File: src/rtl/hpu_pip_if_ibuf.sv
// rtl/hpu_pip_if_ibuf.sv - instruction buffer between fetch and decode
//
// Circular buffer of {pc, inst, excp} entries. Fetch writes up to two slots
// per cycle; decode sees the two oldest entries combinationally and retires
// 0..2 of them per cycle. A flush empties the buffer in one cycle.
//
// Ports:
//   clk_i, rst_n_i       clock, asynchronous active-low reset
//   flush_i              discard all entries (wins over push and pop)
//   if_vld_i / if_rdy_o  fetch packet handshake
//   if_pc_i              PC of slot0; slot1 PC is if_pc_i+4
//   if_inst_i            {slot1, slot0} instructions
//   if_msk_i             per-slot valid of the fetch packet
//   if_excp_i            fetch fault, tags every written slot
//   id_vld_o             [0]=head valid, [1]=head+1 valid
//   id_pc_o, id_inst_o   {head+1, head} PC / instruction, zero when invalid
//   id_excp_o            {head+1, head} exception tag, zero when invalid
//   id_pop_i             entries retired by decode this cycle
//   cnt_o                current occupancy
module hpu_pip_if_ibuf #(
    parameter int unsigned DEPTH  = 8,
    parameter int unsigned INST_W = 32,
    parameter int unsigned PC_W   = 32
) (
    input  logic                    clk_i,
    input  logic                    rst_n_i,
    input  logic                    flush_i,
    input  logic                    if_vld_i,
    output logic                    if_rdy_o,
    input  logic [PC_W-1:0]         if_pc_i,
    input  logic [2*INST_W-1:0]     if_inst_i,
    input  logic [1:0]              if_msk_i,
    input  logic                    if_excp_i,
    output logic [1:0]              id_vld_o,
    output logic [2*PC_W-1:0]       id_pc_o,
    output logic [2*INST_W-1:0]     id_inst_o,
    output logic [1:0]              id_excp_o,
    input  logic [1:0]              id_pop_i,
    output logic [$clog2(DEPTH):0]  cnt_o
);

    localparam int unsigned AW = $clog2(DEPTH);
    localparam int unsigned CW = AW + 1;

    logic [PC_W-1:0]   pc_mem   [DEPTH];
    logic [INST_W-1:0] inst_mem [DEPTH];
    logic              excp_mem [DEPTH];

    logic [AW-1:0] wr_ptr, rd_ptr;
    logic [CW-1:0] cnt;

    logic [AW-1:0] wr_ptr1, rd_ptr1;
    logic [CW-1:0] free_slots;
    logic          accept;
    logic [1:0]    npush, nvld, npop;

    assign wr_ptr1 = wr_ptr + AW'(1);
    assign rd_ptr1 = rd_ptr + AW'(1);

    // Ready looks only at the registered count so it never depends on id_pop_i.
    assign free_slots = CW'(DEPTH) - cnt;
    assign if_rdy_o   = (free_slots >= CW'(2));
    assign accept     = if_vld_i & if_rdy_o & ~flush_i;
    assign npush      = accept ? ({1'b0, if_msk_i[0]} + {1'b0, if_msk_i[1]}) : 2'd0;

    // An excepting head is presented alone so decode handles the fault first.
    assign id_vld_o[0] = (cnt >= CW'(1));
    assign id_vld_o[1] = (cnt >= CW'(2)) & ~excp_mem[rd_ptr];

    assign nvld = {1'b0, id_vld_o[0]} + {1'b0, id_vld_o[1]};
    assign npop = flush_i ? 2'd0 : ((id_pop_i > nvld) ? nvld : id_pop_i);

    assign id_pc_o[PC_W-1:0]        = id_vld_o[0] ? pc_mem[rd_ptr]    : '0;
    assign id_pc_o[2*PC_W-1:PC_W]   = id_vld_o[1] ? pc_mem[rd_ptr1]   : '0;
    assign id_inst_o[INST_W-1:0]    = id_vld_o[0] ? inst_mem[rd_ptr]  : '0;
    assign id_inst_o[2*INST_W-1:INST_W] = id_vld_o[1] ? inst_mem[rd_ptr1] : '0;
    assign id_excp_o[0]             = id_vld_o[0] & excp_mem[rd_ptr];
    assign id_excp_o[1]             = id_vld_o[1] & excp_mem[rd_ptr1];

    assign cnt_o = cnt;

    always_ff @(posedge clk_i or negedge rst_n_i) begin
        if (!rst_n_i) begin
            wr_ptr <= '0;
            rd_ptr <= '0;
            cnt    <= '0;
        end else if (flush_i) begin
            wr_ptr <= '0;
            rd_ptr <= '0;
            cnt    <= '0;
        end else begin
            wr_ptr <= wr_ptr + AW'(npush);
            rd_ptr <= rd_ptr + AW'(npop);
            cnt    <= cnt + CW'(npush) - CW'(npop);
        end
    end

    // Storage is not reset; validity comes from cnt alone.
    always_ff @(posedge clk_i) begin
        if (accept) begin
            case (if_msk_i)
                2'b11: begin
                    pc_mem[wr_ptr]    <= if_pc_i;
                    inst_mem[wr_ptr]  <= if_inst_i[INST_W-1:0];
                    excp_mem[wr_ptr]  <= if_excp_i;
                    pc_mem[wr_ptr1]   <= if_pc_i + PC_W'(4);
                    inst_mem[wr_ptr1] <= if_inst_i[2*INST_W-1:INST_W];
                    excp_mem[wr_ptr1] <= if_excp_i;
                end
                2'b01: begin
                    pc_mem[wr_ptr]    <= if_pc_i;
                    inst_mem[wr_ptr]  <= if_inst_i[INST_W-1:0];
                    excp_mem[wr_ptr]  <= if_excp_i;
                end
                2'b10: begin
                    pc_mem[wr_ptr]    <= if_pc_i + PC_W'(4);
                    inst_mem[wr_ptr]  <= if_inst_i[2*INST_W-1:INST_W];
                    excp_mem[wr_ptr]  <= if_excp_i;
                end
                default: ;
            endcase
        end
    end

    // Decode may never retire more entries than are presented as valid.
    a_pop_legal: assert property (@(posedge clk_i) disable iff (!rst_n_i)
        !flush_i |-> (id_pop_i <= nvld));

endmodule

File: config.mk
export PLATFORM = sky130hd
export DESIGN_NAME = hpu_pip_if_ibuf
export DESIGN_NICKNAME = d
export VERILOG_FILES = /design/src/rtl/hpu_pip_if_ibuf.sv
export SDC_FILE = /design/constraint.sdc
export NUM_CORES = 1
export LEC_CHECK = 0
export ABC_AREA = 0
export BUFFER_PORTS_ARGS = -buffer_cell sky130_fd_sc_hd__buf_2
export CORE_UTILIZATION = 62
export DETAILED_ROUTE_END_ITERATION = 12
export PLACE_DENSITY = 0.82
export SLEW_MARGIN = 20
export SYNTH_ARGS = -nofsm -noshare
export SYNTH_HDL_FRONTEND = slang
export SYNTH_SLANG_ARGS = --single-unit
File: constraint.sdc
create_clock -name clk_i -period 7.66 [get_ports clk_i]
set_clock_uncertainty 0.15 [all_clocks]
set_input_delay 0.766 -clock clk_i [delete_from_list [all_inputs] [get_ports clk_i]]
set_output_delay 0.766 -clock clk_i [all_outputs]
set_load 0.01 [all_outputs]
==> results.toml, run 1 <==
[power]
leakagePower_nw = 11.8
p_seq_share_pct = 30.8
clkPwrFrac_pct = 26.8
swShare_pct = 36.5
switchingPower_w = 0.00409
comb_power_share_pct = 42.4
peakVddDrop_mv = 0.257
p_per_area_nw_per_um2 = 311
p_int_w = 0.00712

[die]
dieArea_um2 = 53000
fp.coreArea_um2 = 51400
die_h_um = 230
io_pins = 242
num_rows = 83
die_w_um = 230
start_util_pct = 62.8

[sta]
fmax_ghz = 0.171
fin_hold_ws_ns = 0.279
worst_slew_pin_slew_ns = 1.20
rsz0062_at_grt = "no"
min_period_ns = 5.86
timing.slew.headroom_pct = 19.9
setup_viol_count_final = 0
fin_crit_sh_pct = 76.5
tns_ns = 0
hold_violations = 0
finalMaxSlewViolations = 0

[global_routing]
first_global_vias = 22700
grt_max_degree = 153
grt_first_pass_wirelength_mm = 137
antenna_found_initial = 4
track_usage_pct = 34.9
grt_overflow = 0

[route]
via_per_inst = 7.10
postRouteAntennaNets = 0
drt_iter0_markers = 2941
via_count = 22200
remaining_drc_errors = 0
drtPass1Iterations = 5
wl_mm = 91.9
post_drt_wl_per_cell_um = 29.4

[critical_path]
end_kind = "primary output"
worst_setup_path_start_kind = "flop"
critPathArrivalTime_ns = 4.94
cp_max_fo = 152
critPathKind = "flop to primary output"
cp_data_required_time_ns = 6.74
worst-r2r-setup-slack_ns = 2.35

[logic_synthesis]
synth-seq-cells = 530
yosysTopAreaCellShare_pct = 48.4
yosysUniqueCellTypes = 61
ys_seq_area_share_pct = 49.2
yosys-top-cells-count = "520 x edfxtp_1, 261 x mux2_2, 258 x mux4_2"
syn_inst = 2274
synth_area_leaders = "edfxtp_1 48%, mux4_2 18%, mux2_2 9.1%, xnor2_1 3.3%, xor2_1 2.8%"
synth_ff_type = "edfxtp_1"
netlist_area_um2 = 32300
synth_edf_count = 520
yosys_warnings = 0
synthMostInstantiatedCell = "edfxtp_1"
syn_nets = 2404
synth_top_cell_by_area = "edfxtp_1"
async_reset_ff_share_pct = 1.89
postSynthAreaPerCell_um2 = 14.2

[clock_tree]
clkTransAtPathRegs_ns = 0.06
root_buffer = "clkbuf_16"
cts_max_level = 2
clk_latency_ns = 0.63
cts_resized = 0
numCtsBuffers = 56
clockBufferDepth = 3
clock_sinks = 530
cts_tree = "done"

[flow_run]
cap_violations = 0

[placed_design]
dpl_cell_area_um2 = 34000
dp_hpwl_mm = 52.0
gp_congestion = 0.841
io_buffers = 241

[final_layout]
final_nets = 2525
fin_area_um2 = 36000
area_growth_pct = 11.7
drive_above_1_share_pct = 38.8

[run_status]
status = "complete, no violations"

[min_path]
min-delay-path-class = "input port to flop"
layout make-up:
class                      count  area (um^2)
sequential                   530        15900
multi-input combinational   1493        15600
timing repair buffer         288         1630
fill                        3343        15400
clock inverter                38          571
tap                          680          851
inverter                      26         98.8
clock buffer                  63         1430
antenna                        5         12.5
path summary, 6_finish.rpt:
| check | to | depth (start not counted) | start |
|---|---|---|---|
| max in group asynchronous | rd_ptr[0]$_DFF_PN0_ | 2 | rst_n_i |
| setup / recovery | id_pc_o[63] | 7 | rd_ptr[0]$_DFF_PN0_ |
| min in group asynchronous | rd_ptr[1]$_DFF_PN0_ | 2 | rst_n_i |
| hold reg to reg | cnt_o[0]$_DFF_PN0_ | 2 | cnt_o[0]$_DFF_PN0_ |
| setup reg to reg | cnt_o[3]$_DFF_PN0_ | 16 | rd_ptr[0]$_DFF_PN0_ |
| hold / removal | pc_mem[5][0]$_DFFE_PP_ | 1 | if_pc_i[0] |
flip-flops by register name, summed over array words and instances, names as in the netlist:
| register | flops |
|---|---|
| pc_mem | 256 |
| wr_ptr | 3 |
| rd_ptr | 3 |
| cnt_o | 4 |
| excp_mem | 8 |
| inst_mem | 256 |
per-layer routing:
metal | track usage (%) | vias up | routed length, um
li1 | - | 9173 | -
met1 | 44.6 | 11200 | 32300
met2 | 57.1 | 1525 | 45300
met3 | 7.40 | 293 | 10400
met4 | 16.6 | 4 | 3910
met5 | 0 | - | 25
cell families (layout without fill, tap and decap cells):
kind of cell | count (synthesis) | in the layout | share of synthesized area (%)
buffers and inverters | 251 | 415 | 3.45
other | 0 | 5 | 0
XOR/XNOR | 227 | 227 | 6.21
AO/OA/AOI/OAI | 138 | 138 | 2.47
multiplexers | 589 | 589 | 29.3
adder cells (fa/ha/maj) | 25 | 25 | 1.06
flip-flops | 530 | 530 | 49.2
AND/OR/NAND/NOR | 514 | 514 | 8.34
timing repair:
item                                    CTS  global route
buffers inserted                          0             0
hold endpoints to repair                 10             0
hold buffers                              1             0
endpoints found under the setup margin    0             0
cell usage in the layout (no fill, tap or decap), drive strengths merged, types with 28 or more instances in the layout:
cell / n
edfxtp: 520
nor4: 73
nand2: 147
nor2: 83
xnor2: 123
mux2i: 65
buf: 287
nand4: 75
nor3: 40
xor2: 104
mux4: 258
a21oi: 89
inv: 28
clkbuf: 63
nand3: 57
mux2: 266
power by group through the flow:
| stage | clock, W | sequential, W | combinational, W |
|---|---|---|---|
| 2_1_floorplan | 0 | 0.00342 | 0.00329 |
| 3_3_place_gp | 0 | 0.00351 | 0.00461 |
| 3_5_place_dp | 0 | 0.00352 | 0.00468 |
| 4_1_cts | 0.00300 | 0.00346 | 0.00471 |
| 5_1_grt | 0.00312 | 0.00347 | 0.00504 |
| 6_report | 0.00300 | 0.00346 | 0.00476 |
critical path, stage by stage, from the launching register on:
cell and delay [ns]:
dfrtp_4 1.11, buf_12 0.82, ha_4 0.84, buf_12 0.41
mux4_2 0.56, nand2_1 0.08, a21oi_1 0.14, buf_2 0.25
stage by stage:
stage | cells | power [W] | util (%) | worst slack [ns]
final | 3123 | 0.0112 | 70.1 | 1.80
after global routing | 3120 | 0.0116 | 70.1 | 1.57
after CTS | 3117 | 0.0112 | 70.0 | 1.76
after detailed placement | 3015 | 0.00820 | 66.1 | 2.35
after global placement | 3015 | 0.00812 | 66.1 | 2.44
after floorplan | 2274 | 0.00671 | - | 2.20
(Power assumes the default switching activity.)
==> run 2, diff against run 1 <==
--- a/config.mk
+++ b/config.mk
@@ -7,9 +7,9 @@
 export LEC_CHECK = 0
 export ABC_AREA = 0
 export BUFFER_PORTS_ARGS = -buffer_cell sky130_fd_sc_hd__buf_2
-export CORE_UTILIZATION = 62
+export CORE_UTILIZATION = 56
 export DETAILED_ROUTE_END_ITERATION = 12
-export PLACE_DENSITY = 0.82
+export PLACE_DENSITY = 0.78
 export SLEW_MARGIN = 20
 export SYNTH_ARGS = -nofsm -noshare
 export SYNTH_HDL_FRONTEND = slang
==> constraint.sdc (replaced) <==
create_clock -name clk_i -period 5.1 [get_ports clk_i]
set_clock_uncertainty 0.15 [all_clocks]
set_input_delay 0.51 -clock clk_i [delete_from_list [all_inputs] [get_ports clk_i]]
set_output_delay 0.51 -clock clk_i [all_outputs]
set_load 0.01 [all_outputs]
==> run 2 against run 1 <==
Effect of this change: setup slack worse by 1.2 ns; critical endpoint is now cnt_o[2]$_DFF_PN0_; worst hold slack got worse by 0.25 ns; non-clock buffer count rose by 32; largest power group unchanged; via count rose by 0.73%; critical path depth rose by 8; sequential power grew 47%; final cell count up 3.7%.
==> results.toml, run 2 (same netlist as run 1, synthesis figures left out) <==
[die]
io_pins = 242
start_util_pct = 56.9
fp.coreArea_um2 = 56700
num_rows = 87
dieArea_um2 = 58600
die_h_um = 242
die_w_um = 242

[min_path]
worst_hold_path.endpoint = "pc_mem[4][0]$_DFFE_PP_"
hold_depth = 1
min-delay-path-class = "input port to flop"
min-delay-start = "if_pc_i[0]"

[final_layout]
final_common_cell = "edfxtp_1"
fillers = 4045
drive_above_1_share_pct = 39.8
area_growth_pct = 12.4
fin_cells = 3238
final_nets = 2556
largestRegisters = "inst_mem (256), pc_mem (256), excp_mem (8)"
final_cell_mix = "520 x edfxtp_1, 261 x mux2_2, 258 x mux4_2, 241 x buf_2, 143 x nand2_1"

[critical_path]
cp_num_buf_inv = 3
worst-r2r-setup-slack_ns = 0.58
worst-r2r-cell-count = 15
cpMaxStageDelayCell = "a2111oi_1"
cp_data_required_time_ns = 5.43
timing.rr.end = "cnt_o[2]$_DFF_PN0_"
path_delay_family = "compound AO/OA/AOI/OAI gates"
crit_path_max_incr_delay_ns = 0.77
end_kind = "flop"
path_cells = "a2111oi_0 -> buf_4 -> o31ai_4 -> inv_1 -> ha_1 -> ha_1 -> nor3_1 -> a21o_1 -> a2111oi_1 -> ha_1 -> inv_1 -> ha_1 -> fa_1 -> xnor2_1 -> nor2_1"
worst_setup_path_start_kind = "flop"
worstReg2RegStart = "rd_ptr[2]$_DFF_PN0_"
critPathArrivalTime_ns = 4.85
crit_path_frequent_cell = "ha_1"
critPathKind = "flop to flop"
cp_max_fo = 18

[clock_tree]
post_cts_buffers = 0
root_buffer = "clkbuf_16"
cts_resized = 0
postCtsHoldBufs = 1
numCtsBuffers = 55
clk_latency_ns = 0.62
clock_sinks = 530
cts_tree = "done"
clockBufferDepth = 3
cts_max_level = 2
clkTransAtPathRegs_ns = 0.06

[run_status]
status = "complete, no violations"

[sta]
rsz0062_at_grt = "no"
hold_violations = 0
worst_slew_pin_slew_ns = 1.18
fin_crit_sh_pct = 88.6
timing.slew.headroom_pct = 21.6
finalMaxSlewViolations = 0
min_period_ns = 4.52
fmax_ghz = 0.221
fin_hold_ws_ns = 0.0340
setup_viol_count_final = 0

[route]
remaining_drc_errors = 0
via_per_inst = 6.90
via_count = 22300
post_drt_wl_per_cell_um = 29.2
postRouteAntennaNets = 0
wl_mm = 94.4
drtPass1Iterations = 6
drt_iter0_markers = 2537

[global_routing]
grt_max_degree = 122
first_global_vias = 22700
antenna_found_initial = 11
grt_first_pass_wirelength_mm = 140
grt_overflow = 0
track_usage_pct = 31.9

[placed_design]
io_buffers = 241
dp_hpwl_mm = 56.5
placed_cells = 3124
gp_congestion = 0.827

[power]
leakagePower_nw = 11.9
p_total_w = 0.0167
p_per_area_nw_per_um2 = 460
peakVddDrop_mv = 0.373

[flow_run]
cap_violations = 0
[run 2: worst reg2reg max path: cells and delay by family (launching register included)]
family	cells	cell delay (ns)
buffers and inverters	3	0.35
DFF	1	0.64
AOI/OAI and AO/OA	4	1.49
xor gates and xnor gates	1	0.18
and+or+nand+nor	2	0.12
adders and majority gates	5	1.45
[run 2: layer usage]
layer / GRT usage [%] / vias to the layer above / routed length, um
li1: - / 9255 / -
met1: 40.6 / 11400 / 33900
met2: 52.6 / 1400 / 46100
met3: 7.36 / 323 / 10100
met4: 14.0 / 12 / 4270
met5: 0 / - / 70
[run 2: cell type report]
class	count	area (um^2)	share of cell area [%]
clock inverters	44	474	1.31
inverters	26	98.8	0.272
well taps	756	946	2.61
flip-flops and latches	530	15900	43.8
multi-input cells	1493	15500	42.8
clock buffers	59	1390	3.83
diodes	10	25.0	0.0690
repair buffers	320	1950	5.37
[run 2: through the flow]
step           util, %  setup TNS [ns]  cell area [um^2]  setup WS, ns
2_1_floorplan        -          -67.24             32300        -0.259
3_3_place_gp      60.6               0             34400         0.593
3_5_place_dp      60.6               0             34400         0.339
4_1_cts           63.9               0             36200         0.279
5_1_grt           63.9               0             36300         0.219
6_report          64.0               0             36300         0.579
[run 2: how the worst max path moves through the flow]
| stage | start | to | slack (ns) | cells past startpoint |
|---|---|---|---|---|
| 3_3_place_gp | rd_ptr[2]$_DFF_PN0_ | cnt_o[3]$_DFF_PN0_ | 0.59 | 16 |
| 3_5_place_dp | rd_ptr[2]$_DFF_PN0_ | cnt_o[1]$_DFF_PN0_ | 0.34 | 14 |
| 2_1_floorplan | cnt_o[1]$_DFF_PN0_ | excp_mem[0]$_DFFE_PP_ | -0.26 | 8 |
| 6_report | rd_ptr[2]$_DFF_PN0_ | cnt_o[2]$_DFF_PN0_ | 0.58 | 15 |
| 5_1_grt | rd_ptr[2]$_DFF_PN0_ | cnt_o[3]$_DFF_PN0_ | 0.22 | 16 |
| 4_1_cts | rd_ptr[2]$_DFF_PN0_ | cnt_o[2]$_DFF_PN0_ | 0.28 | 15 |
[run 2: power by group]
part | internal, W | switching, W | leakage (nW)
Clock | 0.00244 | 0.00179 | 0.910
Sequential | 0.00498 | 0.0000985 | 4.82
Combinational | 0.00301 | 0.00438 | 6.17
